==> src/rtl/gate_unit_pkg.sv <==
// Shared types for gate_unit: gate op codes, sweep FSM states and op count.
package gate_unit_pkg;

    localparam int unsigned NUM_OPS = 8;

    typedef enum logic [2:0] {
        OP_AND  = 3'd0,
        OP_OR   = 3'd1,
        OP_XOR  = 3'd2,
        OP_NOTA = 3'd3,
        OP_NAND = 3'd4,
        OP_NOR  = 3'd5,
        OP_XNOR = 3'd6,
        OP_BUFA = 3'd7
    } gate_op_e;

    typedef enum logic [1:0] {
        IDLE  = 2'd0,
        SWEEP = 2'd1,
        GAP   = 2'd2
    } gate_state_e;

endpackage

==> src/rtl/gate_unit_if.sv <==
// Request/result handshake bundle for gate_unit; master is the operand source and
// result consumer side, slave is the gate unit itself.
interface gate_unit_if #(
    parameter int unsigned WIDTH = 8
);
    logic             in_valid;
    logic             in_ready;
    logic [2:0]       in_op;
    logic             in_sweep;
    logic [WIDTH-1:0] input_a;
    logic [WIDTH-1:0] input_b;
    logic             out_valid;
    logic             out_ready;
    logic [2:0]       out_op;
    logic [WIDTH-1:0] out_result;
    logic             out_last;
    logic             busy;

    modport master (
        output in_valid, in_op, in_sweep, input_a, input_b, out_ready,
        input  in_ready, out_valid, out_op, out_result, out_last, busy
    );

    modport slave (
        input  in_valid, in_op, in_sweep, input_a, input_b, out_ready,
        output in_ready, out_valid, out_op, out_result, out_last, busy
    );
endinterface

==> src/rtl/gate_eval.sv <==
// Purely combinational bitwise gate evaluator: result = op(a, b) on every bit.
module gate_eval
    import gate_unit_pkg::*;
#(
    parameter int unsigned WIDTH = 8
) (
    input  logic [WIDTH-1:0] a,
    input  logic [WIDTH-1:0] b,
    input  gate_op_e         op,
    output logic [WIDTH-1:0] result
);

    always_comb begin
        result = '0;
        unique case (op)
            OP_AND:  result = a & b;
            OP_OR:   result = a | b;
            OP_XOR:  result = a ^ b;
            OP_NOTA: result = ~a;
            OP_NAND: result = ~(a & b);
            OP_NOR:  result = ~(a | b);
            OP_XNOR: result = ~(a ^ b);
            OP_BUFA: result = a;
            default: result = '0;
        endcase
    end

endmodule

==> src/rtl/gate_unit.sv <==
// Handshaked bitwise gate unit with a registered output stage. Define GATE_UNIT_SWEEP_EN
// to build the sweep mode that emits all eight gate results for one latched operand pair.
module gate_unit
    import gate_unit_pkg::*;
#(
    parameter int unsigned WIDTH       = 8,
    parameter int unsigned HOLD_CYCLES = 1
) (
    input logic        clk,
    input logic        rst_n,
    gate_unit_if.slave bus
);

    logic             accept;
    logic             out_fire;
    logic [WIDTH-1:0] eval_a;
    logic [WIDTH-1:0] eval_b;
    logic [WIDTH-1:0] eval_res;
    gate_op_e         eval_op;

    logic             out_valid_q, out_valid_d;
    logic             out_last_q, out_last_d;
    logic [WIDTH-1:0] out_result_q, out_result_d;
    gate_op_e         out_op_q, out_op_d;

    assign out_fire = out_valid_q & bus.out_ready;
    assign accept   = bus.in_valid & bus.in_ready;

    // One evaluator serves both paths; its inputs are steered by the FSM state.
    gate_eval #(
        .WIDTH (WIDTH)
    ) u_eval (
        .a      (eval_a),
        .b      (eval_b),
        .op     (eval_op),
        .result (eval_res)
    );

`ifdef GATE_UNIT_SWEEP_EN
    localparam int unsigned GapW = (HOLD_CYCLES > 2) ? $clog2(HOLD_CYCLES - 1) : 1;
    localparam logic [GapW-1:0] GapLast = GapW'((HOLD_CYCLES > 1) ? HOLD_CYCLES - 2 : 0);
    localparam logic [2:0] LastStep = 3'(NUM_OPS - 1);

    gate_state_e      state_q, state_d;
    logic [2:0]       step_q, step_d;
    logic [GapW-1:0]  gap_q, gap_d;
    logic [WIDTH-1:0] a_q, a_d;
    logic [WIDTH-1:0] b_q, b_d;
    logic             sweep_req;

    assign sweep_req    = bus.in_sweep;
    assign bus.in_ready = (state_q == IDLE) && (!out_valid_q || bus.out_ready);
    assign bus.busy     = (state_q != IDLE);

    // In SWEEP the evaluator looks one step ahead so the next result is ready on handshake.
    always_comb begin
        eval_a  = a_q;
        eval_b  = b_q;
        eval_op = gate_op_e'(step_q);
        unique case (state_q)
            IDLE: begin
                eval_a  = bus.input_a;
                eval_b  = bus.input_b;
                eval_op = sweep_req ? OP_AND : gate_op_e'(bus.in_op);
            end
            SWEEP:   eval_op = gate_op_e'(step_q + 3'd1);
            default: ;
        endcase
    end

    always_comb begin
        state_d      = state_q;
        step_d       = step_q;
        gap_d        = gap_q;
        a_d          = a_q;
        b_d          = b_q;
        out_valid_d  = out_valid_q;
        out_result_d = out_result_q;
        out_op_d     = out_op_q;
        out_last_d   = out_last_q;
        unique case (state_q)
            IDLE: begin
                if (accept) begin
                    out_valid_d  = 1'b1;
                    out_result_d = eval_res;
                    out_op_d     = eval_op;
                    out_last_d   = !sweep_req;
                    if (sweep_req) begin
                        state_d = SWEEP;
                        step_d  = '0;
                        a_d     = bus.input_a;
                        b_d     = bus.input_b;
                    end
                end else if (out_fire) begin
                    out_valid_d = 1'b0;
                end
            end
            SWEEP: begin
                if (out_fire) begin
                    if (step_q == LastStep) begin
                        state_d     = IDLE;
                        step_d      = '0;
                        out_valid_d = 1'b0;
                    end else if (HOLD_CYCLES > 1) begin
                        state_d     = GAP;
                        gap_d       = '0;
                        step_d      = step_q + 3'd1;
                        out_valid_d = 1'b0;
                    end else begin
                        step_d       = step_q + 3'd1;
                        out_result_d = eval_res;
                        out_op_d     = eval_op;
                        out_last_d   = (step_d == LastStep);
                    end
                end
            end
            GAP: begin
                if (gap_q == GapLast) begin
                    state_d      = SWEEP;
                    gap_d        = '0;
                    out_valid_d  = 1'b1;
                    out_result_d = eval_res;
                    out_op_d     = eval_op;
                    out_last_d   = (step_q == LastStep);
                end else begin
                    gap_d = gap_q + GapW'(1);
                end
            end
            default: state_d = IDLE;
        endcase
    end

    always_ff @(posedge clk or negedge rst_n) begin
        if (!rst_n) begin
            state_q <= IDLE;
            step_q  <= '0;
            gap_q   <= '0;
            a_q     <= '0;
            b_q     <= '0;
        end else begin
            state_q <= state_d;
            step_q  <= step_d;
            gap_q   <= gap_d;
            a_q     <= a_d;
            b_q     <= b_d;
        end
    end
`else
    logic unused_cfg;

    // Without sweep support in_sweep and the pacing parameter have no effect.
    assign unused_cfg   = bus.in_sweep ^ HOLD_CYCLES[0];
    assign bus.in_ready = !out_valid_q || bus.out_ready;
    assign bus.busy     = 1'b0;
    assign eval_a       = bus.input_a;
    assign eval_b       = bus.input_b;
    assign eval_op      = gate_op_e'(bus.in_op);

    always_comb begin
        out_valid_d  = out_valid_q;
        out_result_d = out_result_q;
        out_op_d     = out_op_q;
        out_last_d   = out_last_q;
        if (accept) begin
            out_valid_d  = 1'b1;
            out_result_d = eval_res;
            out_op_d     = eval_op;
            out_last_d   = 1'b1;
        end else if (out_fire) begin
            out_valid_d = 1'b0;
        end
    end
`endif

    always_ff @(posedge clk or negedge rst_n) begin
        if (!rst_n) begin
            out_valid_q  <= 1'b0;
            out_result_q <= '0;
            out_op_q     <= OP_AND;
            out_last_q   <= 1'b0;
        end else begin
            out_valid_q  <= out_valid_d;
            out_result_q <= out_result_d;
            out_op_q     <= out_op_d;
            out_last_q   <= out_last_d;
        end
    end

    assign bus.out_valid  = out_valid_q;
    assign bus.out_result = out_result_q;
    assign bus.out_op     = out_op_q;
    assign bus.out_last   = out_last_q;

endmodule

==> src/flat_wrapper.sv <==
// flat-port wrapper written by rule: the top's interface ports become plain ports
module gate_unit_flat import gate_unit_pkg::*;
#(
    parameter int unsigned WIDTH       = 8,
    parameter int unsigned HOLD_CYCLES = 1
)
  (clk, rst_n, bus_in_valid, bus_in_op, bus_in_sweep, bus_input_a, bus_input_b, bus_out_ready, bus_in_ready, bus_out_valid, bus_out_op, bus_out_result, bus_out_last, bus_busy);
  gate_unit_if #(.WIDTH(WIDTH)) bus_i ();
  input logic clk;
  input logic rst_n;
  input wire logic [$bits(bus_i.in_valid)-1:0] bus_in_valid;
  input wire logic [$bits(bus_i.in_op)-1:0] bus_in_op;
  input wire logic [$bits(bus_i.in_sweep)-1:0] bus_in_sweep;
  input wire logic [$bits(bus_i.input_a)-1:0] bus_input_a;
  input wire logic [$bits(bus_i.input_b)-1:0] bus_input_b;
  input wire logic [$bits(bus_i.out_ready)-1:0] bus_out_ready;
  output wire logic [$bits(bus_i.in_ready)-1:0] bus_in_ready;
  output wire logic [$bits(bus_i.out_valid)-1:0] bus_out_valid;
  output wire logic [$bits(bus_i.out_op)-1:0] bus_out_op;
  output wire logic [$bits(bus_i.out_result)-1:0] bus_out_result;
  output wire logic [$bits(bus_i.out_last)-1:0] bus_out_last;
  output wire logic [$bits(bus_i.busy)-1:0] bus_busy;
  assign bus_i.in_valid = bus_in_valid;
  assign bus_i.in_op = bus_in_op;
  assign bus_i.in_sweep = bus_in_sweep;
  assign bus_i.input_a = bus_input_a;
  assign bus_i.input_b = bus_input_b;
  assign bus_i.out_ready = bus_out_ready;
  assign bus_in_ready = bus_i.in_ready;
  assign bus_out_valid = bus_i.out_valid;
  assign bus_out_op = bus_i.out_op;
  assign bus_out_result = bus_i.out_result;
  assign bus_out_last = bus_i.out_last;
  assign bus_busy = bus_i.busy;
  gate_unit #(.WIDTH(WIDTH), .HOLD_CYCLES(HOLD_CYCLES)) u_core (.clk(clk), .rst_n(rst_n), .bus(bus_i));
endmodule
==> config.mk <==
export PLATFORM = sky130hd
export DESIGN_NAME = gate_unit_flat
export DESIGN_NICKNAME = d
export VERILOG_FILES = /design/src/rtl/gate_unit_pkg.sv /design/src/rtl/gate_unit_if.sv /design/src/rtl/gate_eval.sv /design/src/rtl/gate_unit.sv /design/src/flat_wrapper.sv
export SDC_FILE = /design/constraint.sdc
export NUM_CORES = 1
export LEC_CHECK = 0
export CAP_MARGIN = 20
export CORE_ASPECT_RATIO = 0.9
export CORE_MARGIN = 2
export CORE_UTILIZATION = 35
export CTS_CLUSTER_SIZE = 20
export DETAILED_ROUTE_END_ITERATION = 12
export PLACE_DENSITY = 0.66
export SLEW_MARGIN = 40
export SYNTH_ARGS = -nofsm -noshare
export SYNTH_HDL_FRONTEND = slang
export SYNTH_SLANG_ARGS = --single-unit
==> constraint.sdc <==
create_clock -name clk -period 2.3 [get_ports clk]
set_input_delay 0.46 -clock clk [delete_from_list [all_inputs] [get_ports clk]]
set_output_delay 0.46 -clock clk [all_outputs]
set_load 0.005 [all_outputs]
# Word-level counts from Yosys, hierarchy flattened
# Index checks and enable logic that the tools add are counted.
# op_classes
div_mod_pow	0
n_reduce_logical	4
n_mul	0
add_sub_neg	0
mux	3
n_eq_ne	7
n_lt_le_gt_ge	0
bitwise	9
shifts	0
# op_table
op	count
one-hot mux 8 bit (8 select lines)	1
inverter 8 bit	4
equality test 3 bit, second input constant	4
AND 8 bit	1
OR 8 bit	1
bitwise XOR 8 bit	1
equality test 3 x 2 -> 1 bit, second input constant	2
equality test 3 x 1 -> 1 bit, second input constant	1
zero test 3 bit	1
AND 1 bit	2
two-way mux 1 bit	2
nonzero test 2 bit	1
zero test 1 bit	1
logical OR 1 bit	1
# word_totals
out_inout_bits	15
in_bits	24
word_cells	27
mem_bits_rw	0
ff_bits	13
latch_bits	0
memories	0
mem_bits_ro	0

# Depth between registers and ports, before layout
# depth
depth_word	4
mapped_depth	6
depth_no_buf	6

# Hierarchy
# From an unflattened synthesis, not the netlist that was laid out.
# unflattened
cells_unflattened	138
hier_area_um2	1350.0
# by_module_without_submodules
module	area_per_inst_um2	instances	seq_area_each_um2	cells_each
gate_eval	807.0	1	0.0	107
gate_unit	543.0	1	325.3	31

# Worst setup path before layout
# OpenSTA, ideal clock, no wires.
# synth_path
kind	input -> register
from	input port bus_input_b[2]
to	register u_core.out_result_q[2] (netlist: u_core.bus.out_result[2])
arrival_time_ns	1.407
setup_time_ns	0.131
slack_ns	0.762
path_stages	5
cell_sequence	inv_1 ha_1 mux4_2 xnor2_1 o21ai_1
# synth_via
elab_chain_len	3
# synth_rtl
item	line	source
start: declaration	flat_wrapper.sv:15	input wire logic [$bits(bus_i.input_b)-1:0] bus_input_b;
bitwise XOR 8 bit (tied with other cells)	gate_eval.sv:18, gate_eval.sv:22	
inverter 8 bit (on tied branches)	gate_eval.sv:22, gate_eval.sv:20, gate_eval.sv:21	
one-hot mux 8 bit (8 select lines) *	gate_eval.sv:15	unique case (op)
end signal: assignment	gate_unit.sv:183	out_result_q <= out_result_d;
end: declaration	gate_unit.sv:23	logic [WIDTH-1:0] out_result_q, out_result_d;
# Mark *: on every way between the ends. The rest lies on a longest branch, timed or not.
# A chain may end at the register's enable or synchronous reset.

# Worst setup path after layout
# layout_path
from	input port bus_out_ready
to	output port bus_in_ready
# layout_via
elab_chain_len	1
# layout_rtl
item	line	source
start: declaration	flat_wrapper.sv:16	input wire logic [$bits(bus_i.out_ready)-1:0] bus_out_ready;
logical OR 1 bit	gate_unit.sv:153	assign bus.in_ready = !out_valid_q || bus.out_ready;
end: declaration	flat_wrapper.sv:17	output wire logic [$bits(bus_i.in_ready)-1:0] bus_in_ready;
# No other way between the ends.

==> results.toml <==
[synth]
synthCells = 140
ys_seq_elements = 13
avgSynthCellArea_um2 = 9.12
synth_nets = 180
ys_seq_area_share_pct = 25.5
ys_warn_count = 0
ys_types = 29
syn_area_um2 = 1280

[grt]
grt_pass1_vias = 1097
grt_use_total_pct = 14.4
antenna_found_initial = 0
overflow = 0
grt_start_max_net_pins = 26
grt_pass1_wl_mm = 4.66

[placement]
routabilityCongestion = 0.735
dpl-instance-area_um2 = 1630
post-dp-hpwl_mm = 2.08
port_buffers = 36
post-place-ws_ns = 0.210

[timing]
fin_crit_sh_pct = 88.4
setup_slack_ns = 0.268
setup_viol = 0
whs_ns = 0.472
worstMarginPinSlew_ns = 0.545
final-hold-violation-count = 0
fin_setup_tns_ns = 0
fmax_mhz = 492
slew_headroom_pct = 63.5
fin_crit_ns = 2.03
clock_skew_ns = 0.00603
slew_viol_final = 0
rsz0062_at_grt = "no"

[routing]
wl_per_cell_um = 11.6
first_pass_iters = 4
antenna_left = 0
vias = 1114
finalWirelength_mm = 2.53
drc_errors = 0
viasPerCell = 5.11
drt-initial-drc-count = 56

[final_layout]
fin_nets = 215
drive_above_1_share_pct = 8.62
mostFrequentLayoutCell = "clkdlybuf4s50_1"
fin_area_um2 = 1680
nFillCells = 323
regArea_um2 = 325
final_cell_mix = "36 x clkdlybuf4s50_1, 19 x inv_1, 16 x nand2_1, 16 x ha_1, 13 x dfrtp_1"
syn_to_final_growth_pct = 31.5
diodes = 0
fin_util_pct = 48.9
multi_input_comb_area_um2 = 769

[clock_tree]
path_clk_slew_ns = 0.05
tritoncts = "built"
cts_resized = 0
cts_made_buffers = 3
htree_levels = 1
clk_path_buf_depth = 2
insertion_delay_ns = 0.24
cts.sinks = 13
holdBufCountCts = 0
cts-root-buf = "clkbuf_8"
cts_setup_buffers = 0

[worst_setup_path]
r2r_slack_ns = 0.98
cp_num_buf_inv = 2
worst-setup-path-type = "primary input to output pin"
crit_family = "buffers and inverters"
reg2reg_to = "u_core.bus.out_result[1]"
r2r_cells = 4
max_stage_delay_ns = 0.52
critPathCaptureType = "output pin"
crit_start = "bus_out_ready"
path_cells = "clkdlybuf4s50_1 -> nand2b_1 -> clkdlybuf4s50_1"
rr_startpoint = "u_core.bus.out_valid"
cp.arrival_ns = 1.57
cp_common_cell = "clkdlybuf4s50_1"
cpMaxStageDelayCell = "clkdlybuf4s50_1"
critPathMaxFanout = 3
startpoint_type = "primary input"
endpoint = "bus_in_ready"
cp.required_ns = 1.84
path_depth = 3

[floorplanning]
pin_count = 39
initial_core_util_pct = 37.2
placeableCoreArea_um2 = 3430
std_cell_rows = 20
die_y_um = 61.3
dieArea_um2 = 4150
die_w_um = 67.7

[power]
max-vdd-ir-drop_v = 0.000261
power.density_nw_per_um2 = 460
p_leak_nw = 0.788

[job]
cap_violations = 0

[min_path]
hold_path_class = "flop to flop"

[status]
status = "completed"
-- cell families (layout without fill, tap and decap cells) --
| kind of cell | count (synthesis) | count (layout) | share of synthesized area (%) |
|---|---|---|---|
| mux | 13 | 13 | 12.5 |
| compound gates | 30 | 30 | 17.7 |
| simple gates | 35 | 35 | 12.7 |
| buf+inv | 30 | 64 | 14.2 |
| other cells | 1 | 1 | 0.294 |
| fa+ha+maj | 16 | 16 | 15.7 |
| xor+xnor | 2 | 2 | 1.37 |
| flops | 13 | 13 | 25.5 |
-- state kept, by name, summed over array words and instances, names as in the netlist --
register	count
u_core.bus.out_result	8
u_core.bus.out_last	1
u_core.bus.out_op	3
u_core.bus.out_valid	1
-- power breakdown --
part	internal [mW]	switching, mW
clock network	0.119	0.0800
logic	0.173	0.118
registers	0.264	0.0175
total	0.556	0.215
-- synthesized netlist by cell type --
master | n | area (um2)
nor2_1 | 7 | 26.3
a22o_1 | 3 | 26.3
dlymetal6s4s_1 | 1 | 12.5
a21oi_1 | 3 | 15.0
o32ai_1 | 5 | 43.8
inv_1 | 19 | 71.3
buf_6 | 4 | 45.0
buf_12 | 1 | 20.0
dfrtp_1 | 13 | 325
or3_1 | 1 | 6.26
conb_1 | 1 | 3.75
mux2_2 | 3 | 33.8
mux2i_1 | 8 | 80.1
a21o_1 | 2 | 15.0
mux4_2 | 2 | 45.0
nand2b_1 | 9 | 56.3
o21ai_1 | 2 | 10.0
o211ai_1 | 2 | 15.0
nand2_1 | 16 | 60.1
buf_2 | 2 | 10.0
o31ai_1 | 6 | 45.0
a211oi_1 | 4 | 30.0
o221ai_1 | 1 | 8.76
a311oi_1 | 2 | 17.5
ha_1 | 16 | 200
or2_4 | 1 | 8.76
nand3_1 | 1 | 5.00
buf_4 | 3 | 22.5
xnor2_1 | 2 | 17.5
-- metrics by stage --
| stage | power (mW) | instances |
|---|---|---|
| after detailed placement | 0.580 | 214 |
| final | 0.771 | 218 |
| after CTS | 0.782 | 218 |
| after global routing | 0.827 | 218 |
| after global placement | 0.569 | 214 |
| after floorplan | 0.438 | 140 |
-- worst register-to-register path, delay by kind of cell, from the launching register on --
| family | cells | cell delay [ns] |
|---|---|---|
| flip-flops | 1 | 0.37 |
| AO/OA/AOI/OAI | 1 | 0.24 |
| AND/OR/NAND/NOR | 2 | 0.37 |
| buffers and inverters | 1 | 0.26 |
-- area by class of cell --
cell class | count | share of cell area, %
Clock inverter | 1 | 0.298
Timing Repair Buffer | 41 | 24.5
Clock buffer | 3 | 2.46
Multi-Input combinational cell | 97 | 45.9
Sequential cell | 13 | 19.4
Tap cell | 44 | 3.28
Inverter | 19 | 4.25
-- how the worst min path moves through the flow --
stage | slack, ns | startpoint | to | cells past startpoint
after floorplan | 0.16 | rst_n | u_core.bus.out_last | 0
after global placement | 0.45 | u_core.bus.out_last | u_core.bus.out_last | 1
after detailed placement | 0.45 | u_core.bus.out_last | u_core.bus.out_last | 1
after CTS | 0.47 | u_core.bus.out_last | u_core.bus.out_last | 1
after global routing | 0.51 | u_core.bus.out_result[5] | u_core.bus.out_result[5] | 2
final | 0.47 | u_core.bus.out_last | u_core.bus.out_last | 1
-- per-layer routing --
metal	vias up	track usage (%)	wire length, um
met5	-	0	0
met1	521	16.1	1000
met3	2	2.19	131
li1	554	-	-
met4	0	3.50	12
met2	37	28.4	1380
(Power assumes the default switching activity.)
